### src/rtl/fp_pkg.sv
// Shared FP32 field positions and the FMUL sequencing state encoding.
package fp_pkg;

   typedef enum logic [1:0] {
      IDLE   = 2'd0,
      LAUNCH = 2'd1,
      WAIT   = 2'd2,
      DONE   = 2'd3
   } fmul_state_e;

   localparam int          FP32_EXP_MSB = 30;
   localparam int          FP32_EXP_LSB = 23;
   localparam int          FP32_FRAC_W  = 23;
   localparam logic [7:0]  EXP_ALL1     = 8'hFF;

endpackage

### src/rtl/fmul_issue_ctrl.sv
// Issue/writeback sequencer around the single-precision multiplier (FMUL).
// Optional FMUL_FLAGS_EN adds registered wb_nan/wb_inf/wb_zero classification outputs.
module fmul_issue_ctrl
   import fp_pkg::*;
#(
   parameter int RD_W      = 4,
   parameter int SPEC_WAIT = 2,
   parameter int TIMEOUT   = 63
) (
   input  logic            CLK,
   input  logic            RESET,
   input  logic            req_valid,
   output logic            req_ready,
   input  logic [31:0]     req_src1,
   input  logic [31:0]     req_src2,
   input  logic [RD_W-1:0] req_rd,
   output logic [31:0]     fmul_src1,
   output logic [31:0]     fmul_src2,
   output logic            fmul_start,
   input  logic [31:0]     fmul_out,
   input  logic            fmul_busy,
   output logic            wb_valid,
   input  logic            wb_ready,
   output logic [31:0]     wb_data,
   output logic [RD_W-1:0] wb_rd,
`ifdef FMUL_FLAGS_EN
   output logic            wb_nan,
   output logic            wb_inf,
   output logic            wb_zero,
`endif
   output logic            stall
);

   localparam int                CNT_W     = $clog2(TIMEOUT + 1);
   localparam logic [CNT_W-1:0]  TIMEOUT_C = CNT_W'(TIMEOUT);
   localparam logic [CNT_W-1:0]  SPEC_C    = CNT_W'(SPEC_WAIT - 1);

   fmul_state_e      state_q;
   logic [CNT_W-1:0] cnt_q;
   logic [CNT_W-1:0] cnt_d;
   logic             busy_seen_q;
   logic [31:0]      src1_q;
   logic [31:0]      src2_q;
   logic [RD_W-1:0]  rd_q;
   logic             start_q;
   logic             ready_q;
   logic             stall_q;
   logic             wb_valid_q;
   logic [31:0]      wb_data_q;
   logic [RD_W-1:0]  wb_rd_q;

   logic busy_fall;
   logic timed_out;
   logic spec_done;
   logic capture;

   assign cnt_d = (cnt_q == TIMEOUT_C) ? cnt_q : cnt_q + 1'b1;

   // All three exits capture fmul_out alike; the current busy level also
   // blocks the special-case exit so a late FBusy rise is never missed.
   assign busy_fall = busy_seen_q & ~fmul_busy;
   assign timed_out = (cnt_q == TIMEOUT_C);
   assign spec_done = ~busy_seen_q & ~fmul_busy & (cnt_q == SPEC_C);
   assign capture   = busy_fall | timed_out | spec_done;

`ifdef FMUL_FLAGS_EN
   logic       nan_q;
   logic       inf_q;
   logic       zero_q;
   logic [7:0] res_exp;
   logic       res_frac_nz;

   assign res_exp     = fmul_out[FP32_EXP_MSB:FP32_EXP_LSB];
   assign res_frac_nz = |fmul_out[FP32_FRAC_W-1:0];

   always_ff @(posedge CLK or negedge RESET) begin
      if (!RESET) begin
         nan_q  <= 1'b0;
         inf_q  <= 1'b0;
         zero_q <= 1'b0;
      end else if (state_q == WAIT && capture) begin
         nan_q  <= (res_exp == EXP_ALL1) &  res_frac_nz;
         inf_q  <= (res_exp == EXP_ALL1) & ~res_frac_nz;
         zero_q <= (res_exp == 8'h00)    & ~res_frac_nz;
      end
   end

   assign wb_nan  = nan_q;
   assign wb_inf  = inf_q;
   assign wb_zero = zero_q;
`endif

   always_ff @(posedge CLK or negedge RESET) begin
      if (!RESET) begin
         state_q     <= IDLE;
         cnt_q       <= '0;
         busy_seen_q <= 1'b0;
         src1_q      <= '0;
         src2_q      <= '0;
         rd_q        <= '0;
         start_q     <= 1'b0;
         ready_q     <= 1'b1;
         stall_q     <= 1'b0;
         wb_valid_q  <= 1'b0;
         wb_data_q   <= '0;
         wb_rd_q     <= '0;
      end else begin
         start_q <= 1'b0;
         case (state_q)
            IDLE: begin
               if (req_valid) begin
                  src1_q  <= req_src1;
                  src2_q  <= req_src2;
                  rd_q    <= req_rd;
                  start_q <= 1'b1;
                  ready_q <= 1'b0;
                  stall_q <= 1'b1;
                  state_q <= LAUNCH;
               end
            end
            LAUNCH: begin
               cnt_q       <= '0;
               busy_seen_q <= 1'b0;
               state_q     <= WAIT;
            end
            WAIT: begin
               cnt_q <= cnt_d;
               if (fmul_busy) busy_seen_q <= 1'b1;
               if (capture) begin
                  wb_data_q  <= fmul_out;
                  wb_rd_q    <= rd_q;
                  wb_valid_q <= 1'b1;
                  state_q    <= DONE;
               end
            end
            DONE: begin
               if (wb_ready) begin
                  wb_valid_q <= 1'b0;
                  ready_q    <= 1'b1;
                  stall_q    <= 1'b0;
                  state_q    <= IDLE;
               end
            end
            default: state_q <= IDLE;
         endcase
      end
   end

   assign req_ready  = ready_q;
   assign stall      = stall_q;
   assign fmul_start = start_q;
   assign fmul_src1  = src1_q;
   assign fmul_src2  = src2_q;
   assign wb_valid   = wb_valid_q;
   assign wb_data    = wb_data_q;
   assign wb_rd      = wb_rd_q;

endmodule

### config.mk
export PLATFORM = sky130hd
export DESIGN_NAME = fmul_issue_ctrl
export DESIGN_NICKNAME = d
export VERILOG_FILES = /design/src/rtl/fp_pkg.sv /design/src/rtl/fmul_issue_ctrl.sv
export SDC_FILE = /design/constraint.sdc
export NUM_CORES = 1
export LEC_CHECK = 0
export ABC_AREA = 1
export BUFFER_PORTS_ARGS = -buffer_cell sky130_fd_sc_hd__buf_2
export CAP_MARGIN = 20
export CORE_MARGIN = 3
export CORE_UTILIZATION = 35
export CTS_CLUSTER_DIAMETER = 30
export DETAILED_ROUTE_END_ITERATION = 6
export HOLD_SLACK_MARGIN = 0.12
export PLACE_DENSITY = 0.67
export SYNTH_ARGS = -nofsm -noshare
export SYNTH_HDL_FRONTEND = slang
export SYNTH_SLANG_ARGS = --single-unit
### constraint.sdc
create_clock -name CLK -period 1.7 [get_ports CLK]
set_input_delay 0.34 -clock CLK [delete_from_list [all_inputs] [get_ports CLK]]
set_output_delay 0.34 -clock CLK [all_outputs]
set_load 0.03 [all_outputs]
==> results.yml, run 1 <==
floorplanning:
  die_h_um: 122.4
  die-area_um2: 14990
  core_um2: 12930
  die_w_um: 122.4
  std_cell_rows: 41
  io-pin-count: 209
  start_util_pct: 36.70
cells_and_area:
  syn_to_final_growth_pct: 52.51
  final_cell_area_um2: 7236
  nets: 909
  drive_gt1_share_pct: 33.58
job:
  drv_cap: 0
routing:
  drtPass1Iterations: 5
  via_per_inst: 4.546
  drc_errors: 0
  dr_total_vias: 4473
  final_antenna_net_count: 0
  post_drt_wl_per_cell_um: 13.53
  routed_wl_mm: 13.32
  first_iter_violations: 252
global_route:
  grt_max_degree: 59
  grt_overflow: 0
  antenna_found_initial: 1
  grt_first_pass_wirelength_mm: 20.57
  grt_pass1_vias: 4281
  gr-usage-all-layers_pct: 17.38
placement:
  dpl-instance-area_um2: 6062
  hpwlAfterDp_mm: 8.662
  place.gp.congestion: 0.7513
  numPortBuffers: 208
setup_path:
  worstSetupPathType: "reg2reg"
  crit_path_max_fanout: 19
  arrival_ps: 1900
  ff2ff_path_depth: 9
  crit_end: "wb_data[17]"
  setup.worst_path.start_class: "flip-flop"
  cp-startpoint: "cnt_q[0]"
  r2r-start: "cnt_q[0]"
  reg2reg_setup_slack_ps: 140
  reg2reg_to: "wb_data[17]"
  critPathRequiredTime_ps: 2040
  critPathCaptureType: "flip-flop"
timing:
  fin_crit_sh_pct: 91.55
  skew_ps: 6.957
  fmax_mhz: 642.5
  slew_violations: 0
  finalHoldViolCount: 0
  period_needed_ps: 1556
  setup_viol: 0
  setup_tns_ps: 0
  slew_headroom_pct: 74.03
  rsz0062_at_grt: "no"
  worst_pin_slew_ps: 389.6
clocking:
  numCtsBuffers: 17
  clk_latency_ps: 410
  cts.sinks: 117
  postCtsSetupBuffers: 0
  cts.path.max_buffers: 2
  cts-root-buf: "clkbuf_16"
  cts_tree: "built"
  cts.clk_slew.worst_paths_ps: 50
  h-tree-depth: 4
yosys:
  netlist_area_um2: 4745
  synth_cell_types: 29
  postSynthNetCount: 641
  synth-seq-cells: 117
  yosys_warnings: 0
  ys_seq_area_share_pct: 61.74
  syn_area_per_cell_um2: 8.969
  synthCells: 529
power_and_ir_drop:
  clkPwrFrac_pct: 25.0
  power_frac_seq_pct: 31.6
  p_leak_nw: 4.069
  internal-power_mw: 8.454
  combPwrFrac_pct: 43.4
  power.net_switching_mw: 6.445
  ir_drop_v: 0.001020
  powerDensity_nw_per_um2: 2059
  netSwitchingFraction_pct: 43.26
run_status:
  outcome: "completed"
min_path:
  min_path_type: "in2reg"
## Yosys cell counts, drive strengths merged
cell type	count	area share [%]
xnor2	1	0.18
dfstp	1	0.55
dfrtp	116	61
nor3	2	0.21
clkbuf	8	0.63
a21oi	3	0.32
nor2	6	0.58
or2	2	0.26
ha	7	1.8
o21ai	14	1.9
nand4	1	0.13
buf	17	2.3
inv	23	1.8
o21bai	1	0.16
o21a	1	0.16
o22ai	3	0.40
nand3	40	4.3
nand2	282	23
xor2	1	0.18
## worst max-delay path, stage by stage (launching register included)
cell     delay [ps]
dfrtp_1         420
ha_1            250
nand3_2         120
nor2_2           50
nor2_2          140
nand2_4         110
nand2_8         110
buf_12          150
nand2_1          70
nand2_1          70
## cell type report
class	instances	area (um2)
Inverter	23	86.33
Clock buffer	18	439.2
Tap cell	172	215.2
Multi-Input combinational cell	364	1599
Antenna cell	2	5.005
Fill cell	1137	5692
Sequential cell	117	2929
Clock inverter	14	182.7
Timing Repair Buffer	274	1779
## power groups by stage
stage / logic (mW) / registers, mW / clock network (mW)
after global placement: 6.29 / 4.69 / 0
after detailed placement: 6.37 / 4.68 / 0
after CTS: 6.47 / 4.70 / 3.80
after global routing: 7.01 / 4.86 / 3.91
after floorplan: 2.11 / 6.90 / 0
final: 6.47 / 4.70 / 3.73
## cell usage in the layout, fill, tap and decap left out, types with 2 or more instances in the layout
cell type        n
a21oi_1          3
buf_12           8
buf_2          207
buf_4            5
bufinv_16        4
clkbuf_16       17
clkinv_2         6
clkinvlp_4       2
dfrtp_1        116
diode_2          2
dlygate4sd3_1   53
ha_1             7
inv_1           22
nand2_1        275
nand2_2          5
nand3_1         39
nor2_1           4
nor2_2           2
nor3_1           2
o21ai_0          8
o21ai_2          5
o22ai_1          3
or2_2            2
## flip-flops by register name (all words and copies together), names as in the netlist
name	count
busy_seen_q	1
cnt_q	6
fmul_src1	32
fmul_src2	32
fmul_start	1
rd_q	4
req_ready	1
stall	1
state_q	2
wb_data	32
wb_rd	4
wb_valid	1
## worst min-delay path by stage
stage | from | endpoint | slack [ps] | cells after the start
2_1_floorplan | RESET | busy_seen_q | 40 | 0
6_report | req_src2[6] | fmul_src2[6] | 140 | 3
4_1_cts | req_src1[2] | fmul_src1[2] | 120 | 3
3_5_place_dp | RESET | fmul_src2[20] | 300 | 1
3_3_place_gp | RESET | fmul_src2[20] | 300 | 1
5_1_grt | req_src2[10] | fmul_src2[10] | 130 | 3
## stage by stage
step                      instances  util, %  setup slack, ps  power, mW  hold WS (ps)
after CTS                       982    55.81            74.91      14.97         120.1
after floorplan                 529        -            286.0      9.009         44.41
after detailed placement        897    46.89            93.61      11.06         304.4
after global placement          897    46.89            161.6      10.98         297.6
after global routing            983    55.95            11.65      15.79         127.1
final                           984    55.97            143.6      14.90         138.6
## per-layer routing
metal | vias up | GRT usage [%] | part of all wire (%)
li1 | 2182 | - | -
met1 | 2062 | 21.58 | 41
met2 | 203 | 28.10 | 49
met3 | 26 | 5.069 | 7.6
met4 | 0 | 7.908 | 2.4
met5 | - | 0 | 0
## what timing repair did
item	CTS	global route
gates resized for setup	0	3
hold buffers	53	0
endpoints found under the setup margin	0	31
hold endpoints to repair	73	0
## logic make-up after synthesis
group	synth area share (%)
buffers and inverters	4.799
flip-flops	61.74
adder cells (fa/ha/maj)	1.846
AND/OR/NAND/NOR	28.35
XOR/XNOR	0.3693
AO/OA/AOI/OAI	2.901
Note: power is estimated with default switching activity, not from simulation.
==> inputs of run 2 (changes only) <==
--- a/config.mk
+++ b/config.mk
@@ -6,6 +6,7 @@
 export NUM_CORES = 1
 export LEC_CHECK = 0
 export ABC_AREA = 1
+export ABC_CLOCK_PERIOD_IN_PS = 1700
 export BUFFER_PORTS_ARGS = -buffer_cell sky130_fd_sc_hd__buf_2
 export CAP_MARGIN = 20
 export CORE_MARGIN = 3
==> constraint.sdc (replaced) <==
create_clock -name CLK -period 1.7 [get_ports CLK]
set_input_delay 0.255 -clock CLK [delete_from_list [all_inputs] [get_ports CLK]]
set_output_delay 0.255 -clock CLK [all_outputs]
set_load 0.03 [all_outputs]
==> run 2 against run 1 <==
  * Non-clock buffer count rose by 48
  * Largest power group unchanged
  * Via count is 4.0% higher
  * Worst setup slack better by 5.3 ps
  * Highest routed layer unchanged
  * Die area did not move
==> results.yml, run 2 (synthesized netlist as in run 1, its figures left out) <==
run_status:
  outcome: "completed"
routing:
  top_layer_used: "met4"
  via_per_inst: 4.506
  final_antenna_net_count: 0
  routed_wl_mm: 14.19
  drc_errors: 0
  dr_total_vias: 4650
  drtPass1Iterations: 5
  route.met3.wl_um: 922
  first_iter_violations: 277
  met1_length_mm: 5.904
  wl_met2_mm: 6.924
  post_drt_wl_per_cell_um: 13.75
cells_and_area:
  final_common_cell: "nand2_1"
  drive_gt1_share_pct: 31.70
  syn_to_final_growth_pct: 62.63
  final_core_util_pct: 59.69
  final_cell_area_um2: 7716
  fillCellCount: 1074
  mostFrequentLayoutCells: "275 x nand2_1, 207 x buf_2, 116 x dfrtp_1"
  nets: 957
setup_path:
  cp_num_buf_inv: 1
  critPathCaptureType: "flip-flop"
  path_cells: "ha_1 -> nand3_2 -> nor2_2 -> nor2_2 -> nand2_4 -> nand2_8 -> buf_12 -> nand2_1 -> nand2_1"
  cpMaxStageDelayCell: "dfrtp_1"
  cpPeakStageDelay_ps: 420
  critPathTopFamily: "simple AND/OR/NAND/NOR gates"
  worst-path-stages: 9
  crit_path_max_fanout: 19
  arrival_ps: 1890
  critPathRequiredTime_ps: 2040
  worstSetupPathType: "reg2reg"
  ff2ff_path_depth: 9
  setup.worst_path.start_class: "flip-flop"
clocking:
  cts-root-buf: "clkbuf_16"
  h-tree-depth: 4
  cts.path.max_buffers: 2
  cts_tree: "built"
  clk_latency_ps: 410
  numCtsBuffers: 17
  postCtsSetupBuffers: 0
  cts.clk_slew.worst_paths_ps: 60
  cts.sinks: 117
job:
  drv_cap: 0
timing:
  rsz0062_at_grt: "no"
  finalHoldViolCount: 0
  skew_ps: 7.848
  setup_tns_ps: 0
  period_needed_ps: 1551
  fin_hold_ws_ps: 136.9
  fmax_mhz: 644.7
  fin_ws_ps: 148.9
  setup_viol: 0
  slew_violations: 0
  fin_crit_sh_pct: 91.24
  slew_headroom_pct: 73.77
  worst_pin_slew_ps: 393.4
placement:
  pre_cts_ws_ps: 93.61
  hpwlAfterDp_mm: 8.662
  dpl-instance-area_um2: 6062
  numPortBuffers: 208
  place.gp.congestion: 0.7513
global_route:
  grt_first_pass_wirelength_mm: 21.92
  grt_pass1_vias: 4543
  grt_overflow: 0
  gr-usage-all-layers_pct: 18.55
  grt_max_degree: 59
  antenna_found_initial: 0
floorplanning:
  die-area_um2: 14990
  std_cell_rows: 41
  die_w_um: 122.4
  die_h_um: 122.4
  start_util_pct: 36.70
  core_um2: 12930
  io-pin-count: 209
power_and_ir_drop:
  powerDensity_nw_per_um2: 1950
  p_leak_nw: 4.270
  ir_drop_v: 0.001048
min_path:
  min_path_type: "in2reg"
  holdPathStages: 4
run 2: cell count changes in the layout (fill, tap and decap cells not counted):
cell / before / now
dlygate4sd3_1: 53 / 101
run 2: per-layer routing:
metal	track usage, %	vias up
met5	0	-
met4	9.097	0
met3	5.484	38
met2	30.44	192
met1	22.30	2149
li1	-	2271
run 2: where the power goes:
group,internal [mW],switching (mW)
sequential,4.04,0.679
clock,2.48,1.26
combinational,2.01,4.58
total,8.53,6.52
run 2: layout make-up:
cell class | count | area, um2 | area share, %
antenna | 2 | 5.005 | 0.06486
clock inverter | 14 | 182.7 | 2.367
sequential | 117 | 2929 | 37.96
multi-input combinational | 364 | 1599 | 20.72
inverter | 23 | 86.33 | 1.119
tap | 172 | 215.2 | 2.789
timing repair buffer | 322 | 2260 | 29.28
clock buffer | 18 | 439.2 | 5.692
run 2: final timing paths:
check	slack, ps	start	to
max reg2reg	150	cnt_q[0]	wb_data[17]
min	140	wb_ready	wb_valid
min in group asynchronous	320	RESET	fmul_src2[20]
max in group asynchronous	830	RESET	fmul_src2[28]
max	150	cnt_q[0]	wb_data[17]
min reg2reg	460	wb_data[19]	wb_data[19]
run 2: worst reg2reg max path: cells and delay by family (launching register included):
kind	cells	cell delay, ps
adder cells (fa/ha/maj)	1	250
buffers and inverters	1	150
AND/OR/NAND/NOR	7	670
flip-flops	1	420
run 2: metrics by stage:
stage,instances,power (mW)
3_3_place_gp,897,10.98
4_1_cts,1030,15.05
3_5_place_dp,897,11.06
6_report,1032,15.05
2_1_floorplan,529,9.009
5_1_grt,1030,15.93
run 2: what timing repair did:
| action | in CTS | in global routing |
|---|---|---|
| resized for setup | 0 | 3 |
| endpoints found under the hold margin | 149 | 0 |
| setup endpoints to repair | 0 | 31 |
| hold buffers | 101 | 0 |
